### src/rtl/ddr_definitions.sv
// Shared game-state and note encodings for the dance-pad sequencer.
package ddr_definitions;

  localparam int STATE_BITS = 1;
  localparam int NOTE_W     = 2;
  localparam int INDEX_W    = 4;

  typedef enum logic [STATE_BITS:0] {
    ST_IDLE  = 2'b00,
    ST_PLAY  = 2'b01,
    ST_PAUSE = 2'b10,
    ST_DONE  = 2'b11
  } game_state_t;

  // Note bits are {left, right}
  localparam logic [NOTE_W-1:0] NOTE_REST = 2'b00;
  localparam logic [NOTE_W-1:0] NOTE_R    = 2'b01;
  localparam logic [NOTE_W-1:0] NOTE_L    = 2'b10;
  localparam logic [NOTE_W-1:0] NOTE_LR   = 2'b11;

endpackage

### src/rtl/note_scheduler_pattern_rom.sv
// pattern_rom: fixed 16-entry arrow pattern, combinational lookup.
import ddr_definitions::*;

module pattern_rom (
  input  logic [INDEX_W-1:0] index,
  output logic [NOTE_W-1:0]  note
);

  always_comb begin
    note = NOTE_REST;
    case (index)
      4'd0:  note = NOTE_L;
      4'd1:  note = NOTE_R;
      4'd2:  note = NOTE_LR;
      4'd3:  note = NOTE_REST;
      4'd4:  note = NOTE_R;
      4'd5:  note = NOTE_L;
      4'd6:  note = NOTE_LR;
      4'd7:  note = NOTE_L;
      4'd8:  note = NOTE_R;
      4'd9:  note = NOTE_REST;
      4'd10: note = NOTE_LR;
      4'd11: note = NOTE_R;
      4'd12: note = NOTE_L;
      4'd13: note = NOTE_LR;
      4'd14: note = NOTE_R;
      4'd15: note = NOTE_L;
      default: note = NOTE_REST;
    endcase
  end

endmodule

### src/rtl/note_scheduler.sv
// Game sequencer: steps the arrow pattern per beat and judges presses per note window.
// Optional feature macro: COMBO_BONUS_EN (hits while combo_en is high score +2).
import ddr_definitions::*;

module note_scheduler #(
  parameter int PATTERN_LEN  = 16,
  parameter int COMBO_THRESH = 4,
  parameter int SCORE_MAX    = 9999
) (
  input  logic                  clk,
  input  logic                  reset,
  input  logic                  beat_tick,
  input  logic                  start,
  input  logic                  pause,
  input  logic                  hit_l,
  input  logic                  hit_r,
  output logic [STATE_BITS:0]   state,
  output logic                  lane_l,
  output logic                  lane_r,
  output logic                  hit_pulse,
  output logic                  miss_pulse,
  output logic [7:0]            combo,
  output logic                  combo_en,
  output logic [13:0]           score
);

  localparam logic [INDEX_W-1:0] LAST_IDX    = INDEX_W'(PATTERN_LEN - 1);
  localparam logic [7:0]         THRESH_W    = 8'(COMBO_THRESH);
  localparam logic [14:0]        SCORE_MAX_W = 15'(SCORE_MAX);

  game_state_t        state_q, state_d;
  logic [INDEX_W-1:0] index_q, index_d;
  logic               latch_l_q, latch_l_d;
  logic               latch_r_q, latch_r_d;
  logic               judged_q, judged_d;
  logic               hit_d, miss_d;
  logic [7:0]         combo_d;
  logic               combo_en_d;
  logic [13:0]        score_d;
  logic [1:0]         score_inc;
  logic               restart;
  logic [NOTE_W-1:0]  note_cur, note_nxt, lane_d;

  function automatic logic [7:0] sat_combo_inc(input logic [7:0] c);
    return (c == 8'hFF) ? c : c + 8'd1;
  endfunction

  function automatic logic [13:0] sat_score_add(input logic [13:0] s,
                                                input logic [1:0]  inc);
    logic [14:0] sum;
    sum = {1'b0, s} + {13'd0, inc};
    return (sum > SCORE_MAX_W) ? SCORE_MAX_W[13:0] : sum[13:0];
  endfunction

  // Current note drives judging; the next-index note drives the registered lanes.
  pattern_rom u_rom_cur (.index(index_q), .note(note_cur));
  pattern_rom u_rom_nxt (.index(index_d), .note(note_nxt));

  always_comb begin
    state_d   = state_q;
    index_d   = index_q;
    latch_l_d = latch_l_q;
    latch_r_d = latch_r_q;
    judged_d  = judged_q;
    hit_d     = 1'b0;
    miss_d    = 1'b0;
    restart   = 1'b0;
    combo_d   = combo_q_get();
    score_d   = score;
    lane_d    = NOTE_REST;
`ifdef COMBO_BONUS_EN
    score_inc = combo_en ? 2'd2 : 2'd1;
`else
    score_inc = 2'd1;
`endif

    case (state_q)
      ST_IDLE:  restart = start && !pause;
      ST_DONE:  restart = start;
      ST_PAUSE: if (!pause) state_d = ST_PLAY;
      ST_PLAY: begin
        if (pause) begin
          state_d = ST_PAUSE;
        end else begin
          // Press is judged before a coincident beat closes the window.
          if (!judged_q && (hit_l || hit_r)) begin
            if ((hit_l && !note_cur[1]) || (hit_r && !note_cur[0])) begin
              miss_d   = 1'b1;
              judged_d = 1'b1;
            end else begin
              latch_l_d = latch_l_q | hit_l;
              latch_r_d = latch_r_q | hit_r;
              if ({latch_l_d, latch_r_d} == note_cur) begin
                hit_d    = 1'b1;
                judged_d = 1'b1;
              end
            end
          end
          if (beat_tick) begin
            if (!judged_d && note_cur != NOTE_REST) miss_d = 1'b1;
            latch_l_d = 1'b0;
            latch_r_d = 1'b0;
            judged_d  = 1'b0;
            if (index_q == LAST_IDX) begin
              state_d = ST_DONE;
              index_d = '0;
            end else begin
              index_d = index_q + 1'b1;
            end
          end
        end
      end
      default: state_d = ST_IDLE;
    endcase

    if (restart) begin
      state_d   = ST_PLAY;
      index_d   = '0;
      latch_l_d = 1'b0;
      latch_r_d = 1'b0;
      judged_d  = 1'b0;
      combo_d   = 8'd0;
      score_d   = 14'd0;
    end else if (hit_d) begin
      combo_d = sat_combo_inc(combo);
      score_d = sat_score_add(score, score_inc);
    end else if (miss_d) begin
      combo_d = 8'd0;
    end

    combo_en_d = (combo_d >= THRESH_W);
    if (state_d == ST_PLAY || state_d == ST_PAUSE) lane_d = note_nxt;
  end

  function automatic logic [7:0] combo_q_get();
    return combo;
  endfunction

  always_ff @(posedge clk or posedge reset) begin
    if (reset) begin
      state_q    <= ST_IDLE;
      index_q    <= '0;
      latch_l_q  <= 1'b0;
      latch_r_q  <= 1'b0;
      judged_q   <= 1'b0;
      hit_pulse  <= 1'b0;
      miss_pulse <= 1'b0;
      combo      <= 8'd0;
      combo_en   <= 1'b0;
      score      <= 14'd0;
      lane_l     <= 1'b0;
      lane_r     <= 1'b0;
    end else begin
      state_q    <= state_d;
      index_q    <= index_d;
      latch_l_q  <= latch_l_d;
      latch_r_q  <= latch_r_d;
      judged_q   <= judged_d;
      hit_pulse  <= hit_d;
      miss_pulse <= miss_d;
      combo      <= combo_d;
      combo_en   <= combo_en_d;
      score      <= score_d;
      lane_l     <= lane_d[1];
      lane_r     <= lane_d[0];
    end
  end

  assign state = state_q;

endmodule

### config.mk
export PLATFORM = sky130hd
export DESIGN_NAME = note_scheduler
export DESIGN_NICKNAME = d
export VERILOG_FILES = /design/src/rtl/ddr_definitions.sv /design/src/rtl/note_scheduler_pattern_rom.sv /design/src/rtl/note_scheduler.sv
export SDC_FILE = /design/constraint.sdc
export NUM_CORES = 1
export LEC_CHECK = 0
export ABC_AREA = 1
export ABC_CLOCK_PERIOD_IN_PS = 2800
export BUFFER_PORTS_ARGS = -buffer_cell sky130_fd_sc_hd__buf_2
export CORE_ASPECT_RATIO = 2
export CORE_MARGIN = 2
export CORE_UTILIZATION = 40
export DETAILED_ROUTE_END_ITERATION = 10
export PLACE_DENSITY = 0.61
export SLEW_MARGIN = 15
export SYNTH_ARGS = -nofsm -noshare
export SYNTH_HDL_FRONTEND = slang
export SYNTH_SLANG_ARGS = --single-unit
### constraint.sdc
create_clock -name clk -period 2.8 [get_ports clk]
set_input_delay 0.56 -clock clk [delete_from_list [all_inputs] [get_ports clk]]
set_output_delay 0.56 -clock clk [all_outputs]
set_load 0.05 [all_outputs]
==> flow_metrics.tcl <==
set metrics [dict create \
    whs_ns 0.376 \
    finalSetupTns_ns 0 \
    p_leak_nw 1.61 \
    cts_buffer_depth 2 \
    start_util_pct 40.8 \
    drt-wirelength-per-cell_um 12.6 \
    drive_gt1_share_pct 18.3 \
    ys.flop_type "dfrtp_1" \
    ant_nets 0 \
    fin_area_sq_um 2980 \
    dieHeight_um 117 \
    rows 41 \
    first_global_vias 2392 \
    syn_area_per_cell_sq_um 7.28 \
    stdcell_count 480 \
    rsz0062_at_grt "false" \
    hp-class "in -> async" \
    grt_antenna_before_repair 0 \
    cts_max_level 2 \
    io_pins 36 \
    slew_headroom_pct 68.3 \
    finalSetupViolations 0 \
    grt_first_pass_wirelength_mm 10.4 \
    vias_per_cell 4.89 \
    status "completed" \
    fin_nets 416 \
    yosysUniqueCellTypes 35 \
    finalCritPeriodShare_pct 86.7 \
    cts_buffers 5 \
    clock_sinks 36 \
    cts.reportedPaths.clkPinSlew_ns 0.06 \
    via_count 2346 \
    gr-total-overflow 0 \
    syn_nets 374 \
    place_inst 469 \
    grt_max_degree 37 \
    required_ns 3.00 \
    p_per_area_nw_per_um2 836 \
    crit_arrival_ns 2.62 \
    placed_cell_area_sq_um 2820 \
    synthTopCellsByArea "dfrtp_1, nand2_1, ha_1, nand3_1, inv_1" \
    gp_congestion 0.945 \
    yosysWarnings 0 \
    die-width_um 60.5 \
    track_usage_pct 19.5 \
    async_flop_share_pct 100 \
    drtIter0Drc 143 \
    ys_seq_area_share_pct 35.3 \
    ys_seq_elements 36 \
    clock-root-buffer "clkbuf_16" \
    max_cap_viol_count 0 \
    insertion_delay_ns 0.28 \
    ctsResizeCount 0 \
    fin_skew_ns 0.00155 \
    ir_worst_vdd_mv 0.572 \
    fmax_ghz 0.412 \
    remaining_drc_errors 0 \
    portBuffers 35 \
    cp-start-kind "flip-flop" \
    crit_fanout 6 \
    dp_hpwl_mm 4.77 \
    synth_top_area_share_pct 35.3 \
    syn_area_sq_um 2550 \
    end_kind "flip-flop" \
    tightest_slew_ns 0.476 \
    drt-total-wl_mm 6.05 \
    hold_viol_final 0 \
    dieArea_sq_um 7080 \
    worst-setup-path-type "reg -> reg" \
    timing.final.crit_period_ns 2.43 \
    drv_slew 0 \
    core_area_sq_um 6260 \
    first_pass_iters 4 \
    cts_tree "done" \
    num_antenna_cells 0 \
    synth_edf_count 0 \
    synthToLayoutAreaGrowth_pct 16.7 \
    yosysTopAreaCell "dfrtp_1" \
    syn_inst 351 \
]
==> final cells by class <==
class,instances,area (sq um)
tap,86,108
inverter,48,181
fill,679,3280
multi-input combinational,262,1440
clock buffer,5,125
timing repair buffer,40,213
sequential,36,901
clock inverter,3,18.8
==> critical path, stage by stage, from the launching register on <==
cell and delay, ns:
dfrtp_1 0.43, inv_1 0.12, ha_1 0.18, nand2_1 0.14
nor2_2 0.17, inv_2 0.08, a31oi_1 0.19, nor2_1 0.07
nor3_2 0.21, inv_1 0.12, ha_1 0.23, o21ai_0 0.16
a21oi_1 0.06, nor3b_1 0.18
==> metrics by stage <==
stage,power (mW),utilization [%],setup slack (ns)
4_1_cts,2.53,47.3,0.206
3_5_place_dp,1.97,45.0,0.233
5_1_grt,2.72,47.6,0.0264
2_1_floorplan,1.69,-,0.379
3_3_place_gp,1.95,45.0,0.266
6_report,2.49,47.6,0.374
==> registers in the layout, indices dropped and copies added (netlist names) <==
register and count:
combo 8, lane_r 1, hit_pulse 1, index_q 4
judged_q 1, latch_r_q 1, latch_l_q 1, miss_pulse 1
score 14, combo_en 1, lane_l 1, state 2
==> logic make-up (layout without fill, tap and decap cells) <==
kind of cell | Yosys count | after routing | synth area share [%]
buf+inv | 53 | 96 | 8.57
flops | 36 | 36 | 35.3
compound gates | 41 | 41 | 9.11
xor+xnor | 13 | 13 | 4.46
simple gates | 192 | 192 | 34.8
fa+ha+maj | 16 | 16 | 7.84
==> cell usage after synthesis (2+ instances only) <==
| cell | instances |
|---|---|
| xor2_1 | 12 |
| nor2_1 | 23 |
| nor2_2 | 5 |
| nand3_1 | 39 |
| nand2_2 | 2 |
| or2_2 | 2 |
| nor2_4 | 2 |
| ha_1 | 16 |
| nand3b_1 | 2 |
| nand4_1 | 2 |
| o21ai_1 | 8 |
| dfrtp_1 | 36 |
| o21ai_0 | 11 |
| o32ai_1 | 2 |
| inv_2 | 6 |
| nor3_2 | 2 |
| a21oi_1 | 11 |
| nor3_1 | 6 |
| o211ai_1 | 4 |
| inv_1 | 41 |
| o31ai_1 | 3 |
| or2_1 | 2 |
| nand2_1 | 98 |
| buf_2 | 3 |
| a31oi_1 | 2 |
| buf_6 | 2 |
==> metal layers <==
layer,share of wire [%],vias up,GRT usage (%)
li1,-,1215,-
met1,36,1071,18.1
met2,57,49,38.2
met3,3.2,11,3.52
met4,3.0,0,9.57
met5,0,-,0
==> repair_timing <==
action	in CTS	in global routing
hold buffers	0	0
buffers inserted	0	3
endpoints found under the setup margin	0	3
==> cells in the final DEF (no fill, tap or decap), types with 3 or more instances in the layout <==
master,n
o211ai_1,4
o21ai_1,8
inv_2,6
inv_1,41
nor3_1,6
dfrtp_1,36
nand3_1,39
xor2_1,12
o21ai_0,11
clkbuf_16,5
o31ai_1,3
a21oi_1,11
ha_1,16
buf_2,35
nor2_2,5
clkinv_2,3
nor2_1,23
nand2_1,98
buf_4,5
==> report_power, final <==
part,total (mW),switching (mW),internal (mW)
Clock,0.544,0.217,0.327
Sequential,0.731,0.106,0.625
Combinational,1.22,0.838,0.379
==> worst paths after layout <==
path                       cells after the start        end  slack (ns)      start
max in group asynchronous                      3   combo[2]        2.09      reset
min in group clk                               2  latch_r_q        0.50  latch_r_q
setup / recovery                              13     lane_l        0.37   state[1]
hold / removal                                 3   score[2]        0.38      reset
setup reg to reg                              13     lane_l        0.37   state[1]
hold reg to reg                                2  latch_r_q        0.50  latch_r_q
(Power assumes the default switching activity.)
